--- src/rtl/video_timing_params.vh ---
// Raster defaults, IDF=3 DDR field layout and sync polarity encoding for the DVI path.
`ifndef VIDEO_TIMING_PARAMS_VH
`define VIDEO_TIMING_PARAMS_VH

// XGA 1024x768 @ 60 Hz, 65 MHz pixel clock
`define VTP_XGA_H_SYNC     136
`define VTP_XGA_H_BACK     160
`define VTP_XGA_H_VISIBLE  1024
`define VTP_XGA_H_FRONT    24
`define VTP_XGA_V_SYNC     6
`define VTP_XGA_V_BACK     29
`define VTP_XGA_V_VISIBLE  768
`define VTP_XGA_V_FRONT    3

// IDF=3 placement of RGB555 fields in the two 12-bit DDR halves
`define VTP_RISE_R_MSB     10
`define VTP_RISE_R_LSB     6
`define VTP_RISE_GHI_MSB   5
`define VTP_RISE_GHI_LSB   4
`define VTP_FALL_GLO_MSB   11
`define VTP_FALL_GLO_LSB   9
`define VTP_FALL_B_MSB     8
`define VTP_FALL_B_LSB     4

// Sync polarity encoding: value of the asserted sync level
`define VTP_SYNC_ACTIVE_LOW  1'b0
`define VTP_SYNC_ACTIVE_HIGH 1'b1

`endif

--- src/rtl/dvi_video_controller_pkg.sv ---
// Shared types, timing defaults and IDF=3 pixel packing for the DVI video controller.
package dvi_video_controller_pkg;

`include "video_timing_params.vh"

   localparam int unsigned XGA_H_SYNC    = `VTP_XGA_H_SYNC;
   localparam int unsigned XGA_H_BACK    = `VTP_XGA_H_BACK;
   localparam int unsigned XGA_H_VISIBLE = `VTP_XGA_H_VISIBLE;
   localparam int unsigned XGA_H_FRONT   = `VTP_XGA_H_FRONT;
   localparam int unsigned XGA_V_SYNC    = `VTP_XGA_V_SYNC;
   localparam int unsigned XGA_V_BACK    = `VTP_XGA_V_BACK;
   localparam int unsigned XGA_V_VISIBLE = `VTP_XGA_V_VISIBLE;
   localparam int unsigned XGA_V_FRONT   = `VTP_XGA_V_FRONT;

   localparam int unsigned RISE_R_MSB   = `VTP_RISE_R_MSB;
   localparam int unsigned RISE_R_LSB   = `VTP_RISE_R_LSB;
   localparam int unsigned RISE_GHI_MSB = `VTP_RISE_GHI_MSB;
   localparam int unsigned RISE_GHI_LSB = `VTP_RISE_GHI_LSB;
   localparam int unsigned FALL_GLO_MSB = `VTP_FALL_GLO_MSB;
   localparam int unsigned FALL_GLO_LSB = `VTP_FALL_GLO_LSB;
   localparam int unsigned FALL_B_MSB   = `VTP_FALL_B_MSB;
   localparam int unsigned FALL_B_LSB   = `VTP_FALL_B_LSB;

   localparam logic SYNC_ACTIVE_LOW  = `VTP_SYNC_ACTIVE_LOW;
   localparam logic SYNC_ACTIVE_HIGH = `VTP_SYNC_ACTIVE_HIGH;

   localparam int unsigned DDR_W = 12;

   typedef struct packed {
      logic [4:0] r;
      logic [4:0] g;
      logic [4:0] b;
   } rgb555_t;

   typedef enum logic [1:0] {
      HSync,
      HBack,
      HVisible,
      HFront
   } h_region_e;

   typedef enum logic [1:0] {
      VSync,
      VBack,
      VActive,
      VFront
   } v_region_e;

   // Rising-edge half: R and the top two G bits; unused bits stay zero.
   function automatic logic [DDR_W-1:0] idf3_rise(input rgb555_t px);
      logic [DDR_W-1:0] w;
      w = '0;
      w[RISE_R_MSB:RISE_R_LSB]     = px.r;
      w[RISE_GHI_MSB:RISE_GHI_LSB] = px.g[4:3];
      return w;
   endfunction

   // Falling-edge half: low three G bits and B.
   function automatic logic [DDR_W-1:0] idf3_fall(input rgb555_t px);
      logic [DDR_W-1:0] w;
      w = '0;
      w[FALL_GLO_MSB:FALL_GLO_LSB] = px.g[2:0];
      w[FALL_B_MSB:FALL_B_LSB]     = px.b;
      return w;
   endfunction

endpackage

--- src/rtl/video_timing_gen.sv ---
// Free-running h/v raster counters with line/frame region decode.
module video_timing_gen
   import dvi_video_controller_pkg::*;
#(
   parameter int unsigned H_SYNC    = XGA_H_SYNC,
   parameter int unsigned H_BACK    = XGA_H_BACK,
   parameter int unsigned H_VISIBLE = XGA_H_VISIBLE,
   parameter int unsigned H_FRONT   = XGA_H_FRONT,
   parameter int unsigned V_SYNC    = XGA_V_SYNC,
   parameter int unsigned V_BACK    = XGA_V_BACK,
   parameter int unsigned V_VISIBLE = XGA_V_VISIBLE,
   parameter int unsigned V_FRONT   = XGA_V_FRONT
) (
   input  logic clk,
   input  logic reset_b,
   output logic vis_next,
   output logic hs_next,
   output logic vs_next,
   output logic frame_origin,
   output logic frame_last
);

   localparam int unsigned HT = H_SYNC + H_BACK + H_VISIBLE + H_FRONT;
   localparam int unsigned VT = V_SYNC + V_BACK + V_VISIBLE + V_FRONT;
   localparam int unsigned HW = (HT > 1) ? $clog2(HT) : 1;
   localparam int unsigned VW = (VT > 1) ? $clog2(VT) : 1;

   localparam int unsigned H_BACK_START  = H_SYNC;
   localparam int unsigned H_VIS_START   = H_SYNC + H_BACK;
   localparam int unsigned H_FRONT_START = H_VIS_START + H_VISIBLE;
   localparam int unsigned V_BACK_START  = V_SYNC;
   localparam int unsigned V_ACT_START   = V_SYNC + V_BACK;
   localparam int unsigned V_FRONT_START = V_ACT_START + V_VISIBLE;

   logic [HW-1:0] h_cnt;
   logic [VW-1:0] v_cnt;
   logic          h_wrap;
   logic          v_wrap;
   h_region_e     h_region;
   v_region_e     v_region;

   assign h_wrap = (h_cnt == HW'(HT - 1));
   assign v_wrap = (v_cnt == VW'(VT - 1));

   // Pixel and line counters; they run regardless of video enable.
   always_ff @(posedge clk or negedge reset_b) begin
      if (!reset_b) begin
         h_cnt <= '0;
         v_cnt <= '0;
      end else if (h_wrap) begin
         h_cnt <= '0;
         v_cnt <= v_wrap ? '0 : v_cnt + 1'b1;
      end else begin
         h_cnt <= h_cnt + 1'b1;
      end
   end

   // Position within the line.
   always_comb begin
      h_region = HFront;
      if (h_cnt < HW'(H_BACK_START)) begin
         h_region = HSync;
      end else if (h_cnt < HW'(H_VIS_START)) begin
         h_region = HBack;
      end else if (h_cnt < HW'(H_FRONT_START)) begin
         h_region = HVisible;
      end
   end

   // Position within the frame.
   always_comb begin
      v_region = VFront;
      if (v_cnt < VW'(V_BACK_START)) begin
         v_region = VSync;
      end else if (v_cnt < VW'(V_ACT_START)) begin
         v_region = VBack;
      end else if (v_cnt < VW'(V_FRONT_START)) begin
         v_region = VActive;
      end
   end

   // HSYNC only on active lines so H, V and DE never overlap.
   assign vis_next     = (v_region == VActive) && (h_region == HVisible);
   assign hs_next      = (v_region == VActive) && (h_region == HSync);
   assign vs_next      = (v_region == VSync);
   assign frame_origin = (h_cnt == '0) && (v_cnt == '0);
   assign frame_last   = h_wrap && v_wrap;

endmodule

--- src/rtl/dvi_video_controller.sv ---
// Raster timing, pixel fetch and IDF=3 DDR packing for the CH7301C DVI transmitter.
module dvi_video_controller
   import dvi_video_controller_pkg::*;
#(
   parameter int unsigned H_SYNC        = XGA_H_SYNC,
   parameter int unsigned H_BACK        = XGA_H_BACK,
   parameter int unsigned H_VISIBLE     = XGA_H_VISIBLE,
   parameter int unsigned H_FRONT       = XGA_H_FRONT,
   parameter int unsigned V_SYNC        = XGA_V_SYNC,
   parameter int unsigned V_BACK        = XGA_V_BACK,
   parameter int unsigned V_VISIBLE     = XGA_V_VISIBLE,
   parameter int unsigned V_FRONT       = XGA_V_FRONT,
   parameter logic        SYNC_POLARITY = SYNC_ACTIVE_LOW
) (
   input  logic             clk,
   input  logic             reset_b,
   input  logic             enable,
   input  logic [14:0]      pixel_data,
   input  logic             pixel_valid,
   output logic             pixel_ready,
   output logic [DDR_W-1:0] dvi_data_rise,
   output logic [DDR_W-1:0] dvi_data_fall,
   output logic             dvi_de,
   output logic             dvi_h,
   output logic             dvi_v,
   output logic             frame_start,
   output logic             underflow,
   input  logic             underflow_clear
);

   localparam logic SYNC_ON  = SYNC_POLARITY;
   localparam logic SYNC_OFF = ~SYNC_POLARITY;

   logic    vis_next;
   logic    hs_next;
   logic    vs_next;
   logic    frame_origin;
   logic    frame_last;
   logic    running;
   logic    starved;
   rgb555_t px;

   video_timing_gen #(
      .H_SYNC    (H_SYNC),
      .H_BACK    (H_BACK),
      .H_VISIBLE (H_VISIBLE),
      .H_FRONT   (H_FRONT),
      .V_SYNC    (V_SYNC),
      .V_BACK    (V_BACK),
      .V_VISIBLE (V_VISIBLE),
      .V_FRONT   (V_FRONT)
   ) u_timing (
      .clk          (clk),
      .reset_b      (reset_b),
      .vis_next     (vis_next),
      .hs_next      (hs_next),
      .vs_next      (vs_next),
      .frame_origin (frame_origin),
      .frame_last   (frame_last)
   );

   assign px          = rgb555_t'(pixel_data);
   assign pixel_ready = vis_next & running;
   assign starved     = pixel_ready & ~pixel_valid;

   // Latch enable on the edge into h=0,v=0 so it holds for the whole frame. Counters start at
   // the origin out of reset, so that first frame sees running=0 and stays blank.
   always_ff @(posedge clk or negedge reset_b) begin
      if (!reset_b) begin
         running <= 1'b0;
      end else if (frame_last) begin
         running <= enable;
      end
   end

   // Registered sync, DE and frame marker, one cycle behind the counters.
   always_ff @(posedge clk or negedge reset_b) begin
      if (!reset_b) begin
         dvi_h       <= SYNC_OFF;
         dvi_v       <= SYNC_OFF;
         dvi_de      <= 1'b0;
         frame_start <= 1'b0;
      end else begin
         dvi_h       <= hs_next ? SYNC_ON : SYNC_OFF;
         dvi_v       <= vs_next ? SYNC_ON : SYNC_OFF;
         dvi_de      <= pixel_ready;
         frame_start <= frame_origin;
      end
   end

   // Pixel packing; a starved DE slot or any blank cycle drives black.
   always_ff @(posedge clk or negedge reset_b) begin
      if (!reset_b) begin
         dvi_data_rise <= '0;
         dvi_data_fall <= '0;
      end else if (pixel_ready && pixel_valid) begin
         dvi_data_rise <= idf3_rise(px);
         dvi_data_fall <= idf3_fall(px);
      end else begin
         dvi_data_rise <= '0;
         dvi_data_fall <= '0;
      end
   end

   // Sticky underflow; a new starvation wins over a same-cycle clear.
   always_ff @(posedge clk or negedge reset_b) begin
      if (!reset_b) begin
         underflow <= 1'b0;
      end else if (starved) begin
         underflow <= 1'b1;
      end else if (underflow_clear) begin
         underflow <= 1'b0;
      end
   end

endmodule

--- config.mk ---
export PLATFORM = sky130hd
export DESIGN_NAME = dvi_video_controller
export DESIGN_NICKNAME = d
export VERILOG_FILES = /design/src/rtl/dvi_video_controller_pkg.sv /design/src/rtl/video_timing_gen.sv /design/src/rtl/dvi_video_controller.sv
export VERILOG_INCLUDE_DIRS = /design/src /design/src/rtl
export SDC_FILE = /design/constraint.sdc
export NUM_CORES = 1
export LEC_CHECK = 0
export CELL_PAD_IN_SITES_DETAIL_PLACEMENT = 0
export CELL_PAD_IN_SITES_GLOBAL_PLACEMENT = 2
export CORE_MARGIN = 3
export CORE_UTILIZATION = 30
export DETAILED_ROUTE_END_ITERATION = 12
export HOLD_SLACK_MARGIN = 0.02
export PLACE_DENSITY = 0.85
export SLEW_MARGIN = 20
export SYNTH_ARGS = -nofsm -noshare
export SYNTH_HDL_FRONTEND = slang
export SYNTH_SLANG_ARGS = --single-unit
--- constraint.sdc ---
create_clock -name clk -period 2.19 [get_ports clk]
set_input_delay 0.438 -clock clk [delete_from_list [all_inputs] [get_ports clk]]
set_output_delay 0.438 -clock clk [all_outputs]
set_load 0.02 [all_outputs]
* Word-level counts from Yosys, hierarchy flattened
Cells that the tools add are included.
Storage, ports and cells: flip-flop bits (word level) 51, output and inout bits 30, bits of input ports 20, logic and storage cells 49
Cells by class: bitwise logic cells 3, $add $sub $neg 2, magnitude comparators 6, equal/unequal tests 4, multiplexer cells 14, reduce and logical (&&, ||, !) cells 10
Operator list (count):
- $mux 11 | 2
- $mux 12 | 1
- $add 11x1->11 const B | 1
- $eq 11x11->1 const B | 1
- $logic_not 11->1 | 1
- $lt 11x11->1 const B | 1
- $lt 11x8->1 const B | 1
- $lt 11x9->1 const B | 1
- $add 10x1->10 const B | 1
- $eq 10x10->1 const B | 1
- $logic_not 10->1 | 1
- $lt 10x10->1 const B | 1
- $lt 10x3->1 const B | 1
- $lt 10x6->1 const B | 1
- $mux 10 | 1
- $mux 2 | 4
- $mux 1 | 6
- $logic_and 1x1->1 | 5
- $eq 2x2->1 const B | 2
- $logic_not 2->1 | 2
- $and 1x1->1 | 2
- $reduce_bool 2->1 | 1
- $not 1->1 | 1

* Logic depth before layout (Yosys ltp)
Gate-level depths: netlist (run 1).
word-level depth 9, depth in mapped cells 7, mapped depth without buffers 6

* Cells and area by module
From an unflattened synthesis (run 1), not the netlist that was laid out.
Unflattened totals: cell total of the unflattened synthesis 190, area, all modules 2035.7 sq um
By module, submodules not included:
- video_timing_gen | seq. area each 525.5 sq um, area each 1268.7 sq um, instances 1, cells each 135
- dvi_video_controller | seq. area each 528.0 sq um, area each 767.0 sq um, instances 1, cells each 55

* Least setup slack after synthesis (run 1)
OpenSTA, ideal clock, no wires.
path type flip-flop to output port, from reg u_timing.v_cnt[0], to out pixel_ready, arrival 1.807 ns, data required time 1.752 ns, stages on the path, launching flop included 8, path slack -0.055 ns, path buffers 2, cell sequence dfrtp_1 -> ha_1 -> o41ai_2 -> a21oi_1 -> a31o_2 -> buf_2 -> buf_6 -> nor2_1
On the way: longest elaborated chain between the ends 7, elaborated cells between the ends (all ways) 9, classes of those cells order compare (3); eq/ne (1); mux (3); bitwise (1); reduce/logical (1)
RTL lines:
- start, declared | line video_timing_gen.sv:36 | logic [VW-1:0] v_cnt;
- start signal, assigned | line video_timing_gen.sv:52 | v_cnt <= v_wrap ? '0 : v_cnt + 1'b1;
- $lt 10x10->1 | line video_timing_gen.sv:77 | end else if (v_cnt < VW'(V_FRONT_START)) begin
- $mux 1 | line video_timing_gen.sv:77
- $mux 2 | line video_timing_gen.sv:75 | end else if (v_cnt < VW'(V_ACT_START)) begin
- $mux 2 * | line video_timing_gen.sv:73 | if (v_cnt < VW'(V_BACK_START)) begin
- $eq 2x2->1 * | line video_timing_gen.sv:83 | assign vis_next = (v_region == VActive) && (h_region == HVisible);
- $logic_and 1x1->1 * | line video_timing_gen.sv:83
- $and 1x1->1 * | line dvi_video_controller.sv:63 | assign pixel_ready = vis_next & running;
- end, declared | line dvi_video_controller.sv:20 | output logic pixel_ready,
Every way passes the cells marked *; elsewhere a longest branch is shown, timed or not.

* Worst setup path in the final report (run 1)
from reg u_timing.v_cnt[1], to out pixel_ready
The elaborated chain is that of the path after synthesis.

==> results of run 1 <==
[what timing repair did]
action / 4_1_cts / 5_1_grt
hold endpoints to repair: 0 / 0
gates cloned: 0 / 0
setup endpoints to repair: 1 / 1
pin swaps: 5 / 1
resized for setup: 9 / 2
buffers inserted: 1 / 0
[power by group]
group | leakage (nW) | switching (mW) | internal [mW]
registers | 0.563 | 0.000410 | 0.776
clock network | 0.0452 | 0.268 | 0.225
logic | 0.616 | 0.0398 | 0.0333
total | 1.22 | 0.308 | 1.03
[state kept, by name, indices dropped and copies added, names as in the netlist]
name and cells:
dvi_de 1, u_timing.v_cnt 10, running 1, underflow 1
dvi_v 1, dvi_data_rise 7, dvi_data_fall 8, dvi_h 1
frame_start 1, u_timing.h_cnt 11
[synthesized netlist by cell type, types with 2 or more instances]
library cell,number,area (um^2)
sky130_fd_sc_hd__nand3b_1,2,15.01
sky130_fd_sc_hd__a31oi_1,2,12.51
sky130_fd_sc_hd__a41oi_1,2,17.52
sky130_fd_sc_hd__xor2_1,6,52.55
sky130_fd_sc_hd__clkbuf_2,3,15.01
sky130_fd_sc_hd__nand2_1,25,93.84
sky130_fd_sc_hd__o21ai_0,7,35.03
sky130_fd_sc_hd__and4_1,2,17.52
sky130_fd_sc_hd__a21oi_1,4,20.02
sky130_fd_sc_hd__ha_1,5,62.56
sky130_fd_sc_hd__clkbuf_1,6,22.52
sky130_fd_sc_hd__a22o_1,3,26.28
sky130_fd_sc_hd__buf_2,9,45.04
sky130_fd_sc_hd__buf_4,9,67.56
sky130_fd_sc_hd__nor3_1,22,110.1
sky130_fd_sc_hd__nand3_1,5,25.02
sky130_fd_sc_hd__nand4_1,4,25.02
sky130_fd_sc_hd__o211ai_1,3,22.52
sky130_fd_sc_hd__dfstp_2,2,52.55
sky130_fd_sc_hd__inv_1,7,26.28
sky130_fd_sc_hd__nor2_1,19,71.32
sky130_fd_sc_hd__mux2_2,2,22.52
sky130_fd_sc_hd__a31o_2,2,17.52
sky130_fd_sc_hd__xnor2_1,3,26.28
sky130_fd_sc_hd__dfrtp_1,40,1001
sky130_fd_sc_hd__and3_1,3,18.77
[critical path: stages, from the launching register on]
cell and delay [ns]:
sky130_fd_sc_hd__dfrtp_1 0.39, sky130_fd_sc_hd__ha_2 0.21, sky130_fd_sc_hd__o41ai_4 0.25, sky130_fd_sc_hd__a21oi_2 0.09, sky130_fd_sc_hd__a31o_4 0.23, sky130_fd_sc_hd__nor2_4 0.10
sky130_fd_sc_hd__buf_6 0.13
[layer usage]
| metal | GRT usage, % | vias to the layer above | routed length [um] |
|---|---|---|---|
| li1 | - | 837 | - |
| met1 | 15.95 | 787 | 2253 |
| met2 | 18.48 | 41 | 2226 |
| met3 | 4.090 | 8 | 287 |
| met4 | 5.875 | 0 | 102 |
| met5 | 0 | - | 0 |
[final timing paths]
kind / endpoint / startpoint / cells after the start / slack, ns
hold reg to reg: u_timing.h_cnt[0]$_DFF_PN0_ / u_timing.h_cnt[0]$_DFF_PN0_ / 1 / 0.50
setup / recovery: pixel_ready / u_timing.v_cnt[1]$_DFFE_PN0N_ / 6 / 0.06
setup reg to reg: u_timing.v_cnt[7]$_DFFE_PN0N_ / u_timing.h_cnt[0]$_DFF_PN0_ / 5 / 0.19
max in group asynchronous: dvi_v$_DFF_PN1_ / reset_b / 2 / 1.60
hold / removal: u_timing.h_cnt[5]$_DFF_PN0_ / reset_b / 2 / 0.21
min in group clk: u_timing.h_cnt[0]$_DFF_PN0_ / u_timing.h_cnt[0]$_DFF_PN0_ / 1 / 0.50
[kinds of logic (layout without fill, tap and decap cells)]
logic type                 after synthesis  after routing  synth area share, %
adders and majority gates                5              5                2.967
AOI/OAI and AO/OA                       31             31                10.98
DFF                                     42             42                49.97
xor gates and xnor gates                 9              9                3.739
buffers and inverters                   35             82                8.902
other                                    1              9               0.1779
and+or+nand+nor                         92             92                22.20
muxes                                    2              2                1.068
[metrics by stage]
stage	hold slack, ns	util [%]	worst slack, ns
2_1_floorplan	0.1424	-	0.03904
3_3_place_gp	0.4972	41.02	-0.1560
3_5_place_dp	0.4976	41.02	-0.1852
4_1_cts	0.2212	42.60	-0.04856
5_1_grt	0.2564	42.83	-0.02615
6_report	0.2123	42.83	0.05847
[final cells by class]
| cell class | count | share of cell area, % |
|---|---|---|
| multi-input combinational | 148 | 33.10 |
| timing repair buffer | 67 | 21.31 |
| clock inverter | 2 | 0.4893 |
| tap | 93 | 4.137 |
| inverter | 7 | 0.9342 |
| clock buffer | 6 | 2.580 |
| sequential | 42 | 37.46 |
[placed cells by master, fill, tap and decap left out, drive strengths merged, types with 3 or more instances in the layout]
cell           Yosys  final
nand2             25     25
a22o               3      3
nor3              23     23
and3               3      3
xnor2              3      3
a21oi              4      4
ha                 5      5
buf               19     29
clkbuf             9      6
inv                7      7
dfrtp             40     40
o211ai             3      3
conb               1      9
nand4              4      4
o21ai              7      7
nand3              6      6
nor2              19     19
xor2               6      6
clkdlybuf4s50      0     38
==> metrics, run 1 <==
launching element type of the critical path=flop; ANT cells=0; Via-to-Cell Ratio=4.584; part of the cycle the worst path needs=97.33%; CTS buffer count=5; remaining antenna violation count after routing=0; All-Layer GR Usage=12.30%; Detailed Route WL=4868 um; count of endpoints failing setup in the final report=0; number of port buffers=40; Clk pin slew, worst setup/hold paths=0.08 ns; number of clock sinks=42; remaining max-slew budget at the tightest pin=63.64%; area of the die=0.008069 mm^2; Detailed Place HPWL=3481 um; worst clock skew=0.01039 ns; DP Cell Count=357; number of slew-limit violations in the final report=0; Clock Tree Root=sky130_fd_sc_hd__clkbuf_8; pin slew with the least headroom to its limit=0.5455 ns; Routability Congestion=0.7907; final global-route overflow total=0; area of combinational cells with multiple inputs=930.9 um^2; Register Area=0.001054 mm^2; number of global-route vias before repair=1,615; EDFF count, synth=0; Leakage=1.224 nW; ports placed on the boundary=50; FP Rows=29; kind of critical path=reg -> out; filler instances=657; area overhead of the layout relative to synthesis=33.41%; Maximum Capacitance Violations=0; global-route wire length before repair=7962 um; fin nets=296; routed length per placed instance=13.34 um; layout cell share with drive strength beyond 1=18.38%; Via Count=1,673; Starting Density=32.10%; Fmax=0.4691 GHz; violation count after the first detailed-route iteration=85; synthesized instance count=217; maximum vdd ir drop=0.0002765 V; worst min-delay path category=in -> async; Placed Instance Area=0.002694 mm^2; number of distinct library cell variants in the gate-level netlist after synthesis=46; post-layout power=1.343 mW; fraction of the yosys area taken by sequential cells=49.97%; data arrival at the endpoint of the critical path=1.69 ns; result of the run=finished, final reports clean; Fin. Hold Viols=0; number of DRC violations after detailed routing=0; number of hold buffers added after CTS=0; RSZ-0062 raised after global routing=yes; initial antenna violation count=0; Max clock buf depth=2; clock latency of the later-clocked register in the worst-skew pair=0.29 ns; fraction of registers with async set or reset after synthesis=100.0%; die height=89.83 um; total of flip-flops plus latches after synthesis=42; required time of the critical path=1.75 ns; post-synthesis cell area=0.002108 mm^2; CP endpoint kind=output port; TritonCTS clock tree=yes; warnings from Yosys=0; shortest clock period the worst path allows after layout=2.132 ns; Max FO, Critical Path=2; core region area=0.006568 mm^2; overall die width=89.83 um; post-route non-filler standard cell count=365; final std cell area, no fill=0.002813 mm^2; pin count of the biggest net entering global routing=43; maximum level of the CTS H-tree=2; flip-flop cell with the highest count after synthesis=sky130_fd_sc_hd__dfrtp_1; Setup Total Neg Slack=0 ns; First-pass DRT Iterations=4; Power Density=477.4 mW/mm^2; mean post-synth cell area=9.716 um^2
Power figures use the tool's default switching activity.
==> run 2, diff against run 1 <==
CORE_UTILIZATION = 32   (was 30)
PLACE_DENSITY = 0.89   (was 0.85)
clock period = 2.7 ns   (was 2.19 ns; I/O delays follow)
==> run 2 against run 1 <==
  * Hold slack gained 0.17 ns
  * Sequential power shrank 19%
  * Wire length shrank 7.2%
  * Critical path depth is the same
  * Design area shrank 7.2%
  * First-iteration DRC count shrank 47%
  * Final cell count shrank 10%
==> metrics, run 2 (same netlist as run 1, synthesis figures left out) <==
die height=87.17 um (-3.0%); layout cell share with drive strength beyond 1=11.46% (-6.9 points); violation count after the first detailed-route iteration=45 (-47%); DP Cell Count=320 (-10%); fin nets=277 (-6.4%); area of combinational cells with multiple inputs=897.1 um^2 (-3.6%); Largest register FFs=11 (unchanged); First-pass DRT Iterations=4 (unchanged); worst hold-check slack=0.3806 ns (+0.1683 ns); maximum vdd ir drop=0.0002258 V (-18%); leading cell type in the layout, fill and taps excluded=sky130_fd_sc_hd__dfrtp_1; routed length per placed instance=13.78 um (+3.3%); worst min-delay path category=in -> async; Maximum Capacitance Violations=0 (unchanged); Routability Congestion=0.7686 (-2.8%); kind of critical path=reg -> out; RSZ-0062 raised after global routing=no; Largest Register=u_timing.h_cnt; worst reg2reg setup slack=0.66 ns (+0.47 ns); number of port buffers=40 (unchanged); maximum level of the CTS H-tree=2 (unchanged); Max FO, Critical Path=5 (+3); commonest cells after routing, fill and taps aside=sky130_fd_sc_hd__dfrtp_1 (40), sky130_fd_sc_hd__clkdlybuf4s50_1 (38), sky130_fd_sc_hd__nand2_1 (25); data arrival at the endpoint of the critical path=1.89 ns (+0.20 ns); Placed Instance Area=0.002526 mm^2 (-6.2%); ports placed on the boundary=50 (unchanged); part of the cycle the worst path needs=89.86%; core region area=0.006131 mm^2 (-6.6%); Fin. Hold Viols=0 (unchanged); Register Area=0.001054 mm^2 (unchanged); pin count of the biggest net entering global routing=43 (unchanged); Fmax=0.4122 GHz; shortest clock period the worst path allows after layout=2.426 ns; remaining max-slew budget at the tightest pin=38.10% (-26 points); ANT cells=0 (unchanged); result of the run=finished, final reports clean; filler instances=599 (-8.8%); post-route non-filler standard cell count=328 (-10%); area of the die=0.007599 mm^2 (-5.8%); Clock Tree Root=sky130_fd_sc_hd__clkbuf_8; number of slew-limit violations in the final report=0 (unchanged); number of hold buffers added after CTS=0 (unchanged); Detailed Place HPWL=3178 um (-8.7%); clock latency of the later-clocked register in the worst-skew pair=0.30 ns (about the same); launching element type of the critical path=flop; remaining antenna violation count after routing=0 (unchanged); TritonCTS clock tree=yes; final std cell area, no fill=0.002611 mm^2 (-7.2%); All-Layer GR Usage=13.11% (+0.81 points); CTS buffer count=5 (unchanged); Via-to-Cell Ratio=4.890 (+6.7%); Setup Total Neg Slack=0 ns (unchanged); required time of the critical path=2.16 ns (+0.41 ns); count of endpoints failing setup in the final report=0 (unchanged); overall die width=87.17 um (-3.0%); initial antenna violation count=0 (unchanged); worst clock skew=0.006573 ns (-0.003815 ns); number of global-route vias before repair=1,683 (+4.2%); Power Density=421.3 mW/mm^2 (-12%); number of clock sinks=42 (unchanged); Detailed Route WL=4519 um (-7.2%); Max clock buf depth=2 (unchanged); CP endpoint kind=output port; registers with the highest flip-flop counts=u_timing.h_cnt (11), u_timing.v_cnt (10), dvi_data_fall (8); final global-route overflow total=0 (unchanged); Clk pin slew, worst setup/hold paths=0.08 ns (about the same); Leakage=1.118 nW (-8.7%); pin slew with the least headroom to its limit=0.9285 ns (+0.3830 ns); area overhead of the layout relative to synthesis=23.86%; global-route wire length before repair=7866 um (-1.2%); Starting Density=34.39% (+2.3 points); Via Count=1,604 (-4.1%); number of DRC violations after detailed routing=0 (unchanged); FP Rows=28 (-3.4%)
-- run 2: power breakdown --
part	switching [mW]	leakage [nW]	internal (mW)
Combinational	0.0323	0.510	0.0262
Clock	0.230	0.0441	0.182
Sequential	0.000354	0.563	0.629
Total	0.263	1.12	0.837
-- run 2: final cells by class --
cell class,count,share of cell area (%)
sequential,42,40.35
timing repair buffer,48,17.25
multi-input combinational,148,34.36
inverter,7,1.006
tap,75,3.594
clock buffer,5,2.635
clock inverter,3,0.8146
-- run 2: worst max-delay path, stage by stage (launching register included) --
cell and delay [ns]:
sky130_fd_sc_hd__dfrtp_1 0.43, sky130_fd_sc_hd__ha_1 0.23, sky130_fd_sc_hd__o41ai_2 0.25, sky130_fd_sc_hd__a21oi_1 0.11
sky130_fd_sc_hd__a31o_2 0.23, sky130_fd_sc_hd__nor2_1 0.15, sky130_fd_sc_hd__clkbuf_2 0.19
-- run 2: through the flow --
step / utilization [%] / power, mW / worst slack (ns)
detailed placement: 41.20 / 0.7020 / 0.1458
global route: 42.59 / 1.142 / 0.05643
CTS: 42.65 / 1.110 / 0.09579
global placement: 41.20 / 0.7017 / 0.1928
finish: 42.59 / 1.100 / 0.2738
floorplan: - / 0.6716 / 0.3526
-- run 2: path summary, 6_finish.rpt --
check                                                    from                     endpoint  cells after the start
worst max-delay path            u_timing.v_cnt[1]$_DFFE_PN0N_                  pixel_ready                      6
worst min-delay path                                  reset_b  u_timing.h_cnt[3]$_DFF_PN0_                      1
worst max register to register    u_timing.h_cnt[0]$_DFF_PN0_          running$_DFFE_PN0P_                      6
worst min register to register    u_timing.h_cnt[0]$_DFF_PN0_  u_timing.h_cnt[0]$_DFF_PN0_                      1
max in group asynchronous                             reset_b  u_timing.h_cnt[1]$_DFF_PN0_                      1
min in group clk                  u_timing.h_cnt[0]$_DFF_PN0_  u_timing.h_cnt[0]$_DFF_PN0_                      1
-- run 2: metal layers --
layer  global-route usage [%]  up-vias  wire length [um]
li1                         -      796                 -
met1                    16.65      767              2015
met2                    21.26       36              2174
met3                    3.595        5               245
met4                    5.021        0                82
met5                        0        -                 0
-- run 2: repair_timing --
| action | 4_1_cts | 5_1_grt |
|---|---|---|
| gates resized for setup | 1 | 2 |
| setup buffers | 0 | 0 |
| pin swaps | 0 | 0 |
| endpoints found under the setup margin | 1 | 1 |
| hold endpoints to repair | 0 | 0 |
